File: src/rtl/noise_trigger_ctrl.sv
// Sound register latch plus shell/explosion one-shot sequencers; every output is a flop,
// one clk after the write or tick. No backpressure: writes and ticks are always accepted.

module noise_chan #(
  parameter int TICKS = 8
) (
  input  logic clk,
  input  logic reset,
  input  logic tick,
  input  logic kill,
  input  logic trig,
  input  logic trig_ls,
  output logic en,
  output logic ls,
  output logic busy
);
  typedef enum logic [1:0] {IDLE, ARM, ACTIVE} state_t;

  localparam logic [7:0] RELOAD = 8'(TICKS - 1);

  state_t     state_q;
  logic [7:0] cnt_q;
  logic       en_q;
  logic       ls_q;
  logic       busy_q;

  always_ff @(posedge clk or posedge reset) begin
    if (reset) begin
      state_q <= IDLE;
      cnt_q   <= 8'd0;
      en_q    <= 1'b0;
      ls_q    <= 1'b0;
      busy_q  <= 1'b0;
    end else if (kill) begin
      // ls deliberately holds its last captured value while sound is off
      state_q <= IDLE;
      cnt_q   <= 8'd0;
      en_q    <= 1'b0;
      busy_q  <= 1'b0;
    end else if (trig) begin
      // a trigger wins over a coincident tick; en keeps its level until the reload tick
      state_q <= ARM;
      ls_q    <= trig_ls;
      busy_q  <= 1'b1;
    end else begin
      case (state_q)
        ARM: begin
          if (tick) begin
            state_q <= ACTIVE;
            en_q    <= 1'b1;
            cnt_q   <= RELOAD;
          end
        end
        ACTIVE: begin
          if (tick) begin
            if (cnt_q == 8'd0) begin
              state_q <= IDLE;
              en_q    <= 1'b0;
              busy_q  <= 1'b0;
            end else begin
              cnt_q <= cnt_q - 8'd1;
            end
          end
        end
        default: ;
      endcase
    end
  end

  assign en   = en_q;
  assign ls   = ls_q;
  assign busy = busy_q;
endmodule

module noise_trigger_ctrl #(
  parameter int SHELL_TICKS = 8,
  parameter int EXPLO_TICKS = 32
) (
  input  logic       clk,
  input  logic       reset,
  input  logic       clk_12KHz_en,
  input  logic       cpu_wr,
  input  logic [7:0] cpu_data,
  output logic       sound_enable,
  output logic       motor_en,
  output logic       shell_en,
  output logic       shell_ls,
  output logic       explo_en,
  output logic       explo_ls,
  output logic [1:0] busy
);
  logic [5:0] latch_q;
  logic [5:0] latch_d;
  logic       snd_d;
  logic       shell_trig;
  logic       explo_trig;
  logic       unused_hi;

  assign unused_hi = ^cpu_data[7:6];

  // Triggers are gated by the sound enable being written in the same clk.
  always_comb begin
    latch_d = latch_q;
    if (cpu_wr) latch_d = cpu_data[5:0];
    snd_d      = latch_d[5];
    shell_trig = cpu_wr & cpu_data[3] & ~latch_q[3] & snd_d;
    explo_trig = cpu_wr & cpu_data[1] & ~latch_q[1] & snd_d;
  end

  always_ff @(posedge clk or posedge reset) begin
    if (reset) latch_q <= 6'd0;
    else       latch_q <= latch_d;
  end

  assign sound_enable = latch_q[5];
  assign motor_en     = latch_q[4];

  noise_chan #(.TICKS(SHELL_TICKS)) u_shell (
    .clk     (clk),
    .reset   (reset),
    .tick    (clk_12KHz_en),
    .kill    (~snd_d),
    .trig    (shell_trig),
    .trig_ls (cpu_data[2]),
    .en      (shell_en),
    .ls      (shell_ls),
    .busy    (busy[0])
  );

  noise_chan #(.TICKS(EXPLO_TICKS)) u_explo (
    .clk     (clk),
    .reset   (reset),
    .tick    (clk_12KHz_en),
    .kill    (~snd_d),
    .trig    (explo_trig),
    .trig_ls (cpu_data[0]),
    .en      (explo_en),
    .ls      (explo_ls),
    .busy    (busy[1])
  );
endmodule

File: config.mk
export PLATFORM = sky130hd
export DESIGN_NAME = noise_trigger_ctrl
export DESIGN_NICKNAME = d
export VERILOG_FILES = /design/src/rtl/noise_trigger_ctrl.sv
export SDC_FILE = /design/constraint.sdc
export NUM_CORES = 1
export LEC_CHECK = 0
export ABC_CLOCK_PERIOD_IN_PS = 1870
export CAP_MARGIN = 0
export CORE_MARGIN = 2
export CORE_UTILIZATION = 50
export DETAILED_ROUTE_END_ITERATION = 10
export PLACE_DENSITY = 0.73
export SLEW_MARGIN = 20
export SYNTH_ARGS = -nofsm -noshare
export SYNTH_HDL_FRONTEND = slang
export SYNTH_SLANG_ARGS = --single-unit
File: constraint.sdc
create_clock -name clk -period 1.87 [get_ports clk]
set_clock_uncertainty 0.1 [all_clocks]
set_input_delay 0.187 -clock clk [delete_from_list [all_inputs] [get_ports clk]]
set_output_delay 0.187 -clock clk [all_outputs]
set_load 0.05 [all_outputs]
==> results.toml <==
[clock_network]
clockRootBuffer = "clkbuf_4"
clk-insertion-delay-late_ns = 0.33
tritoncts_num_sinks = 30
tritoncts = "done"
htree_levels = 2
numCtsBuffers = 5
clkTransAtPathRegs_ns = 0.10
clock_tree.buffer_depth = 2

[timing]
final_number_of_max_transition_violations = 0
min_clock_period_post_route_ns = 1.84
finalSetupViolations = 0
tns_ns = 0
slew_of_the_pin_with_the_lowest_slew_margin_ns = 0.508
rsz_0062_raised_after_global_routing = "true"
final_hold_viol_count = 0
max_freq_mhz = 544
timing.slew.headroom_pct = 66.0
final.period_utilization_pct = 98.4

[worst_setup_path]
cpLargestDelayFamily = "simple AND/OR/NAND/NOR gates"
worst_ep_arrival_time_ns = 1.97
cpPeakStageDelay_ns = 0.41
worstPathRequired_ns = 2.00
cpMaxStageDelayCell = "or3b_4"
critical_path.cell_chain = "inv_2 > ha_4 > or3b_4 > or2_4 > a21oi_2 > o21ai_1 > and2_1"
timing_worst_setup_path_type = "reg -> reg"
critPathCaptureType = "flop"
count_of_buffer_and_inverter_cells_on_the_critical_path = 1
cp-start-kind = "flop"
critical_path.max_fanout = 5

[global_route]
grt_util_all_layers_pct = 22.3
grt_pass1_vias = 1648
grt_antenna_before_repair = 0
global_route_wire_length_before_repair_mm = 6.95
aggregate_global_routing_overflow = 0
grt_start_max_net_pins = 31

[yosys]
synth_xor_xnor_area_share_pct = 2.03
synth_top_family_by_area = "simple AND/OR/NAND/NOR gates"
synth-simple-area-share_pct = 20.9
synth-compound-area-share_pct = 18.3
yosysTopAreaCell = "dfrtp_1"
postSynthAreaPerCell_sq_um = 9.53
synth.area.top_cells = "dfrtp_1 44%, ha_1 5.8%, nor2_1 5.0%"
synthFlopType = "dfrtp_1"
yosys-top-cells-count = "30 x dfrtp_1, 23 x nor2_1, 14 x a21oi_1, 13 x inv_1, 11 x o21ai_0"
synth_cell_type_count = 46
mappedNetlistNets = 201
synthCells = 181
synth_edf_count = 0
synth_fa_ha_area_share_pct = 5.81
seq_area_frac_synth_pct = 43.5
synth.cell_area_sq_um = 1720
register_bit_count_reported_by_yosys = 30
yosys_warnings = 0
yosys-mux-area-fraction_pct = 4.57
area_share_of_the_leading_cell_type_in_the_synthesized_netlist_pct = 43.5
most_repeated_cell_in_the_gate_level_netlist_after_synthesis = "dfrtp_1"
asyncSetResetFlopFracSynth_pct = 100

[drt]
drt_iter0_markers = 64
routed_wire_length_per_instance_microns = 14.6
drc = 0
routed-via-count = 1508
routed_wl_mm = 4.08
via_per_inst = 5.41
antenna_violating_nets_post_route = 0
drt_first_pass_iters = 4

[power]
total_power_w = 0.00238
cell_pwr_density_nw_per_um2 = 993
p_leak_nw = 1.04
cell_internal_pwr_w = 0.00145
power_switching_w = 0.000928
p_seq_share_pct = 35.0
proportion_of_power_drawn_by_combinational_gates_pct = 49.8
vdd_ir_drop_max_v = 0.000659
power.share.clock_pct = 15.3
netSwitchingFraction_pct = 38.9

[floorplan]
die_w_microns = 62.7
floorplan.die.height_microns = 62.7
io_pins = 20
die_area_sq_um = 3930
start_util_pct = 51.7
core_sq_um = 3340
row_count = 21

[cells_and_area]
postLayoutCellArea_sq_um = 2400
finalNetCount = 253
post-route-util_pct = 71.9
post_route_cells_drive_above_1_share_pct = 35.2
area_growth_pct = 39.1
antenna_cells = 0

[placed_design]
hpwlAfterDp_mm = 2.94
port_buffers = 17
placer_s_final_routability_congestion_estimate = 0.832
postPlaceCellArea_sq_um = 2160

[run]
drv.max_cap_violation_count = 0

[run_status]
outcome = "completed"

[worst_hold_path]
worstHoldPathType = "in -> async"
==> stage by stage <==
| stage | worst slack, ns | hold slack, ns | instances |
|---|---|---|---|
| final | 0.0306 | 0.134 | 279 |
| after global routing | -0.0416 | 0.180 | 279 |
| after CTS | 0.000942 | 0.141 | 275 |
| after detailed placement | -0.232 | 0.370 | 268 |
| after global placement | -0.160 | 0.357 | 268 |
| after floorplan | 0.000226 | 0.178 | 181 |
==> path summary, 6_finish.rpt <==
check                                        startpoint                              to  slack [ns]  depth (start not counted)
max in group asynchronous                         reset    u_shell.cnt_q[2]$_DFFE_PP0P_        1.23                          3
max                        u_explo.cnt_q[0]$_DFFE_PP0P_  u_explo.state_q[0]$_DFFE_PP0P_        0.03                          7
max reg2reg                u_explo.cnt_q[0]$_DFFE_PP0P_  u_explo.state_q[0]$_DFFE_PP0P_        0.03                          7
min                                               reset          u_shell.ls$_DFFE_PP0P_        0.13                          3
min reg2reg                      u_shell.ls$_DFFE_PP0P_          u_shell.ls$_DFFE_PP0P_        0.39                          2
min in group clk                                 cpu_wr          latch_q[3]$_DFFE_PP0P_        0.27                          2
==> layout by cell type, fill, tap and decap left out, types with 9 or more instances in the layout <==
master / count
dfrtp_1: 29
nand2_1: 9
nor2_1: 21
a21oi_1: 11
clkdlybuf4s50_1: 15
o21ai_0: 9
buf_4: 34
inv_1: 9
==> worst register-to-register path, stage by stage (launching register included) <==
cell     delay, ns
dfrtp_1       0.39
inv_2         0.08
ha_4          0.12
or3b_4        0.41
or2_4         0.30
a21oi_2       0.13
o21ai_1       0.06
and2_1        0.13
==> power by group through the flow <==
stage | clock (W) | sequential, W | combinational (W)
2_1_floorplan | 0 | 0.000892 | 0.000584
6_report | 0.000363 | 0.000834 | 0.00119
3_5_place_dp | 0 | 0.000829 | 0.000972
3_3_place_gp | 0 | 0.000821 | 0.000932
4_1_cts | 0.000370 | 0.000818 | 0.00101
5_1_grt | 0.000395 | 0.000849 | 0.00130
==> flip-flops by register name, indices dropped and copies added (netlist names) <==
name and count:
latch_q 4, u_explo.busy 1, u_explo.cnt_q 8, u_explo.en 1
u_explo.ls 1, u_explo.state_q 2, u_shell.busy 1, u_shell.cnt_q 8
u_shell.en 1, u_shell.ls 1, u_shell.state_q 2
==> metal layers <==
layer / track usage [%] / wire [microns]
met1: 25.2 / 1650
met4: 10.3 / 61
met5: 0 / 0
met3: 5.23 / 118
met2: 39.7 / 2250
==> kinds of logic after synthesis <==
logic type | count (synthesis)
and+or+nand+nor | 67
AOI/OAI and AO/OA | 46
DFF | 30
buffers and inverters | 20
adders and majority gates | 8
muxes | 6
xor gates and xnor gates | 4
==> area by class of cell <==
| cell class | count | area [sq um] |
|---|---|---|
| clock buffer | 7 | 45.0 |
| fill | 242 | 938 |
| inverter | 13 | 48.8 |
| multi-input combinational | 131 | 1050 |
| sequential | 30 | 752 |
| tap | 46 | 57.6 |
| timing repair buffer | 52 | 442 |
==> timing repair <==
item,CTS,global route
hold buffers,0,0
gates resized for setup,6,33
buffers inserted,0,4
endpoints found under the setup margin,10,19
hold endpoints to repair,0,0
pin swaps,1,18
Power figures use the tool's default switching activity.
